==> src/rtl/video_timing_gen.sv <==
// ---------------------------------------------------------------------------
// video_timing_gen
//
// Raster timing and test-source generator for the HDMI video path. Counts
// pixels (h) and lines (v) on the pixel clock, advancing only when the video
// clock enable is high, and presents the blanking pair, sync triple, RGB test
// source and pixel coordinates for one pixel per enabled cycle. All outputs
// are registered from the same counter state, so they always describe the
// same pixel. Default timing is CEA-861 1080p (2200 x 1125 total).
//
// Handshake: there is no valid/ready pair. cen_i is a plain qualifier: on a
// clock edge with cen_i high the outputs load the decode of the current
// (h,v) and the counters step; with cen_i low everything holds. rst_i
// overrides cen_i.
//
// Ports:
//   clk_i       pixel clock (only clock)
//   rst_i       synchronous active-high reset
//   cen_i       video clock enable
//   vh_blank_o  {Vblank, Hblank}
//   dvh_sync_o  {D_sync (data enable), Vsync, Hsync}
//   vid_rgb_o   {R[23:16], G[15:8], B[7:0]}; black outside active video
//   hcount_o    h of the pixel on the outputs
//   vcount_o    v of the pixel on the outputs
//   sof_o       high for the pixel at (0,0)
//
// Configuration macro: VTG_COLOUR_BARS_EN
//   defined   -> 8 vertical colour bars across active video
//   undefined -> flat mid-grey 24'h808080 across active video
// ---------------------------------------------------------------------------
module video_timing_gen #(
  parameter int H_ACTIVE = 1920,
  parameter int H_FP     = 88,
  parameter int H_SYNC   = 44,
  parameter int H_BP     = 148,
  parameter int V_ACTIVE = 1080,
  parameter int V_FP     = 4,
  parameter int V_SYNC   = 5,
  parameter int V_BP     = 36,
  parameter int SYNC_POL = 1
) (
  input  logic        clk_i,
  input  logic        rst_i,
  input  logic        cen_i,
  output logic [1:0]  vh_blank_o,
  output logic [2:0]  dvh_sync_o,
  output logic [23:0] vid_rgb_o,
  output logic [11:0] hcount_o,
  output logic [11:0] vcount_o,
  output logic        sof_o
);

  localparam int H_TOT = H_ACTIVE + H_FP + H_SYNC + H_BP;
  localparam int V_TOT = V_ACTIVE + V_FP + V_SYNC + V_BP;

  localparam logic [11:0] H_LAST     = 12'(H_TOT - 1);
  localparam logic [11:0] V_LAST     = 12'(V_TOT - 1);
  localparam logic [11:0] H_ACT_END  = 12'(H_ACTIVE);
  localparam logic [11:0] V_ACT_END  = 12'(V_ACTIVE);
  localparam logic [11:0] H_SYNC_BEG = 12'(H_ACTIVE + H_FP);
  localparam logic [11:0] H_SYNC_END = 12'(H_ACTIVE + H_FP + H_SYNC);
  localparam logic [11:0] V_SYNC_BEG = 12'(V_ACTIVE + V_FP);
  localparam logic [11:0] V_SYNC_END = 12'(V_ACTIVE + V_FP + V_SYNC);
  localparam logic        POL        = (SYNC_POL != 0);

  logic [11:0] h_q;
  logic [11:0] v_q;

  // Combinational decode of the current counter position.
  logic        hblank_d;
  logic        vblank_d;
  logic        de_d;
  logic        hsync_d;
  logic        vsync_d;
  logic        sof_d;
  logic [23:0] rgb_active;
  logic [23:0] rgb_d;

`ifdef VTG_COLOUR_BARS_EN
  localparam int          BAR_W  = H_ACTIVE / 8;
  localparam logic [11:0] BAR_WV = 12'(BAR_W);

  logic [11:0] bar_raw;
  logic [2:0]  bar;

  always_comb begin
    bar_raw = h_q / BAR_WV;
    // Clamp covers H_ACTIVE values not divisible by 8.
    bar     = (bar_raw > 12'd7) ? 3'd7 : bar_raw[2:0];
    // Bar order white, yellow, cyan, green, magenta, red, blue, black maps
    // directly onto inverted index bits: R = ~bar[1], G = ~bar[2], B = ~bar[0].
    rgb_active = {{8{~bar[1]}}, {8{~bar[2]}}, {8{~bar[0]}}};
  end
`else
  always_comb begin
    rgb_active = 24'h808080;
  end
`endif

  always_comb begin
    hblank_d = (h_q >= H_ACT_END);
    vblank_d = (v_q >= V_ACT_END);
    de_d     = ~hblank_d & ~vblank_d;
    // Vsync decodes from v only, so it is inherently line-aligned.
    hsync_d  = ((h_q >= H_SYNC_BEG) && (h_q < H_SYNC_END)) ? POL : ~POL;
    vsync_d  = ((v_q >= V_SYNC_BEG) && (v_q < V_SYNC_END)) ? POL : ~POL;
    sof_d    = (h_q == 12'd0) && (v_q == 12'd0);
    rgb_d    = de_d ? rgb_active : 24'h000000;
  end

  always_ff @(posedge clk_i) begin
    if (rst_i) begin
      h_q        <= 12'd0;
      v_q        <= 12'd0;
      vh_blank_o <= 2'b11;
      dvh_sync_o <= {1'b0, ~POL, ~POL};
      vid_rgb_o  <= 24'h000000;
      hcount_o   <= 12'd0;
      vcount_o   <= 12'd0;
      sof_o      <= 1'b0;
    end else if (cen_i) begin
      vh_blank_o <= {vblank_d, hblank_d};
      dvh_sync_o <= {de_d, vsync_d, hsync_d};
      vid_rgb_o  <= rgb_d;
      hcount_o   <= h_q;
      vcount_o   <= v_q;
      sof_o      <= sof_d;
      if (h_q == H_LAST) begin
        h_q <= 12'd0;
        v_q <= (v_q == V_LAST) ? 12'd0 : v_q + 12'd1;
      end else begin
        h_q <= h_q + 12'd1;
      end
    end
  end

endmodule

==> config.mk <==
export PLATFORM = sky130hd
export DESIGN_NAME = video_timing_gen
export DESIGN_NICKNAME = d
export VERILOG_FILES = /design/src/rtl/video_timing_gen.sv
export SDC_FILE = /design/constraint.sdc
export NUM_CORES = 1
export LEC_CHECK = 0
export CAP_MARGIN = 20
export CORE_MARGIN = 8
export CORE_UTILIZATION = 51
export CTS_BUF_LIST = sky130_fd_sc_hd__clkbuf_16
export DETAILED_ROUTE_END_ITERATION = 7
export HOLD_SLACK_MARGIN = 0.08
export PLACE_DENSITY = 0.78
export SLEW_MARGIN = 10
export SYNTH_ARGS = -nofsm -noshare
export SYNTH_HDL_FRONTEND = slang
export SYNTH_SLANG_ARGS = --single-unit
==> constraint.sdc <==
create_clock -name clk_i -period 2.3 [get_ports clk_i]
set_input_delay 0.46 -clock clk_i [delete_from_list [all_inputs] [get_ports clk_i]]
set_output_delay 0.46 -clock clk_i [all_outputs]
set_load 0.01 [all_outputs]
# Yosys cells after proc, flatten, opt, wreduce, memory -nomap -nowiden
# Index checks and enable logic that the tools add are counted.
[classes]
n_bitwise = 3
add_sub_neg = 2
n_reduce_logical = 6
mux = 5
eq_ne = 2
magnitude_cmp = 6
[ops]
columns = ["op", "count"]
rows = [
  [">= comparator 12 x 11 -> 1 bit (second input constant)", 4],
  ["adder 12 x 1 -> 12 bit (second input constant)", 2],
  ["logical NOT 12 bit", 2],
  ["2-to-1 mux 12 bit", 2],
  ["2-to-1 mux 24 bit", 1],
  ["== test 12 x 11 -> 1 bit (second input constant)", 1],
  ["== test 12 bit (second input constant)", 1],
  ["less-than comparator 12 x 11 -> 1 bit (second input constant)", 1],
  ["less-than comparator 12 bit (second input constant)", 1],
  ["logical AND 1 bit", 3],
  ["2-to-1 mux 1 bit", 2],
  ["inverter 1 bit", 2],
  ["AND reduction 2 bit", 1],
  ["bitwise AND 1 bit", 1],
]
[word_totals]
inputBits = 3
output_inout_bits = 54
reg_bits = 78

# Logic depth before layout (Yosys ltp)
[depth]
word_depth = 4
ltp_mapped = 7
ltp_nobuf = 6

# Worst setup path after synthesis
# Ideal clock, no wire load.
[synth_path]
path_kind = "flip-flop to flip-flop"
start = "reg h_q[8]"
end = "reg v_q[11]"
t_required_ps = 2230
setup_ps = 70
path_buffers = 2
path_stages_with_launch = 7
arrival_ps = 1996
setup_slack_ps = 234
cell_sequence = "dfxtp_1 -> buf_6 -> or4_4 -> or3_1 -> buf_6 -> or4_1 -> a21oi_1"
[synth_via]
elab_chain_len = 2
[synth_lines]
columns = ["item", "line_no", "text"]
rows = [
  ["from (decl)", "66", "logic [11:0] h_q;"],
  ["from (signal assigned)", "132", "h_q <= h_q + 12'd1;"],
  ["== test 12 bit", "128", "if (h_q == H_LAST) begin"],
  ["AND reduction 2 bit (no source line)", "--", ""],
  ["to (signal assigned)", "130", "v_q <= (v_q == V_LAST) ? 12'd0 : v_q + 12'd1;"],
  ["to (decl)", "67", "logic [11:0] v_q;"],
]
# No other way between the ends.
# A chain may end at the register's enable or synchronous reset.

# Worst setup path in the final report
# Ends and elaborated chain as after synthesis.

==> flow_summary.yaml <==
outcome:
  outcome: "finished, final reports clean"
sta:
  timing.fmax_mhz: 466
  hold_violations: 0
  setup_ws_ns: 0.155
  rsz0062_at_grt: "no"
  clock-skew-final_ns: 0.00324
  period_share: 0.933
  finalMaxSlewViolations: 0
  period_minus_slack_ns: 2.15
  setup_viol: 0
  finalSetupTns_ns: 0
grt:
  grt_pass1_wl_um: 9690
  grt_max_degree: 21
  grt_antenna_before_repair: 0
  grtUsageTotal: 0.159
  first_global_vias: 1976
  grt-ovfl-total: 0
clock_network:
  cts_resized: 0
  cts_root_buffer: "clkbuf_16"
  cts_setup_buffers: 0
  cts_tree: "built"
  h-tree-depth: 2
  numCtsBuffers: 5
  clock_path_buffers: 2
  clk_latency_ns: 0.29
  cts.sink_count: 54
  clk_pin_slew_worst_paths_ns: 0.06
  holdBufCountCts: 0
pwr:
  p_int_w: 0.00139
  pwr-share-comb: 0.069
  clkPwrFrac: 0.400
  p_sw_w: 0.000406
  seqPwrFrac: 0.531
  ir_drop_v: 0.000326
  power_switching_share: 0.226
  p_leak_nw: 1.20
  power_density_nw_per_um2: 589
drt:
  first_pass_iters: 4
  avgRoutedWirePerCell_um: 15.3
  top_layer: "met4"
  ant_nets: 0
  num_vias: 2120
  wl_met1_um: 2530
  wl_met3_um: 341
  wl_met2_um: 2990
  drc: 0
  drt_iter0_markers: 195
  drt-total-wl_um: 5990
  viasPerCell: 5.41
floorplanning:
  initial_core_util: 0.525
  io_pins: 57
  die-area_um2: 7750
  coreArea_um2: 5040
  fp.dieH_um: 88.0
  die_w_um: 88.0
  rows: 26
logic_synthesis:
  synth_ff_type: "dfxtp_1"
  synth.most_common_cell: "dfxtp_1"
  ys_async_sr_fraction: 0
  syn_area_um2: 2650
  synth.avg_cell_area_um2: 8.97
  synthTopCellsByArea: "dfxtp_1 (41%), mux2i_1 (9.8%), buf_4 (7.1%), nor2_1 (5.8%), xnor2_1 (2.3%)"
  yosysTopAreaCellShare: 0.409
  synth-edff-count: 0
  ys_warn_count: 0
  yosysSeqAreaShare: 0.409
  yosysTopAreaCell: "dfxtp_1"
  syn_inst: 295
  netlist-cell-type-count: 45
  ys_ff_latch: 54
  ys_top_cells_by_count: "dfxtp_1 (54), nor2_1 (41), mux2i_1 (26)"
cells_and_area:
  fillers: 443
  insertedDiodeCount: 0
  final_area_um2: 3040
  area_delta_synth_final_pct: 15.0
  final_layout_size_suffix_gt1_frac: 0.0714
  finalNetCount: 328
placed_design:
  pre_cts_ws_ns: 0.182
  hpwl_um: 4340
  portBuffers: 35
  place_area_um2: 2910
  gp_congestion: 0.869
critical_path:
  critPathCaptureType: "flip-flop"
  cp.arrival_ns: 2.37
  critPathKind: "flip-flop to flip-flop"
  path_max_fanout: 10
  startpoint_type: "flip-flop"
  worst_ep_required_time_ns: 2.53
hold_path:
  hp-class: "flip-flop to flip-flop"
job:
  maxCapViolCount: 0
## cells by family after synthesis
| kind of cell | count (synthesis) | share of synthesized area |
|---|---|---|
| AND/OR/NAND/NOR | 111 | 0.212 |
| AO/OA/AOI/OAI | 36 | 0.0965 |
| adder cells (fa/ha/maj) | 4 | 0.0189 |
| multiplexers | 26 | 0.0984 |
| XOR/XNOR | 10 | 0.0331 |
| other | 1 | 0.00142 |
| buffers and inverters | 53 | 0.131 |
| flip-flops | 54 | 0.409 |
## worst max-delay path: stages (launching register included)
cell and delay, ns:
dfxtp_1 0.38, or4_4 0.55, or3_1 0.47, or4_1 0.54
a21oi_1 0.14
## power groups by stage
stage | Clock (W) | Combinational [W] | Sequential [W]
detailed placement | 0 | 0.000122 | 0.000973
global placement | 0 | 0.000121 | 0.000973
global route | 0.000768 | 0.000136 | 0.000953
floorplan | 0 | 0.000109 | 0.000974
CTS | 0.000730 | 0.000123 | 0.000952
finish | 0.000716 | 0.000124 | 0.000952
## sequential cells by signal, summed over array words and instances, names as in the netlist
register / cells
h_q: 12
hcount_o: 12
v_q: 12
vcount_o: 12
dvh_sync_o: 2
vh_blank_o: 2
sof_o: 1
vid_rgb_o: 1
## path summary, 6_finish.rpt
| check | from | to | slack (ns) | depth (start not counted) |
|---|---|---|---|---|
| max | h_q[8] | v_q[11] | 0.15 | 4 |
| min | dvh_sync_o[1] | dvh_sync_o[1] | 0.46 | 2 |
| max reg2reg | h_q[8] | v_q[11] | 0.15 | 4 |
| min reg2reg | dvh_sync_o[1] | dvh_sync_o[1] | 0.46 | 2 |
## final cells by class
type                            instances  area [µm²]  share of cell area
Timing Repair Buffer                   44         413               0.136
Tap cell                               70        87.6              0.0288
Inverter                                8        30.0             0.00987
Multi-Input combinational cell        208        1290               0.425
Clock buffer                            5         125              0.0411
Clock inverter                          3        12.5             0.00411
Sequential cell                        54        1080               0.355
## per-layer routing
metal | up-vias | GRT usage
met4 | 0 | 0.0783
met5 | - | 0
met3 | 15 | 0.0441
met2 | 65 | 0.265
met1 | 999 | 0.182
li1 | 1041 | -
## through the flow
stage                      util  total power [W]  hold WS [ns]  cells
final                     0.603          0.00179         0.455    392
after global routing      0.603          0.00186         0.479    392
after CTS                 0.603          0.00181         0.457    392
after detailed placement  0.576          0.00110         0.447    384
after global placement    0.576          0.00109         0.445    384
after floorplan               -          0.00108         0.476    315
## cell usage in the layout (no fill, tap or decap), types with 2 or more instances in the layout
| cell | instances |
|---|---|
| clkbuf_16 | 5 |
| dfxtp_1 | 54 |
| nor4_1 | 6 |
| nor3_1 | 8 |
| nand3_1 | 11 |
| nor2_1 | 41 |
| nor2b_1 | 2 |
| ha_1 | 4 |
| a41oi_1 | 2 |
| or2_2 | 2 |
| nand4_1 | 6 |
| xor2_1 | 3 |
| and4_2 | 2 |
| a221o_1 | 4 |
| conb_1 | 21 |
| clkinv_1 | 2 |
| inv_1 | 8 |
| o311ai_0 | 5 |
| nand2b_1 | 2 |
| and3_1 | 8 |
| clkdlybuf4s50_1 | 34 |
| mux2i_1 | 26 |
| xnor2_1 | 7 |
| o31ai_1 | 5 |
| buf_4 | 9 |
| nand2_1 | 14 |
| a21oi_1 | 12 |
| o21ai_0 | 3 |
(Power assumes the default switching activity.)
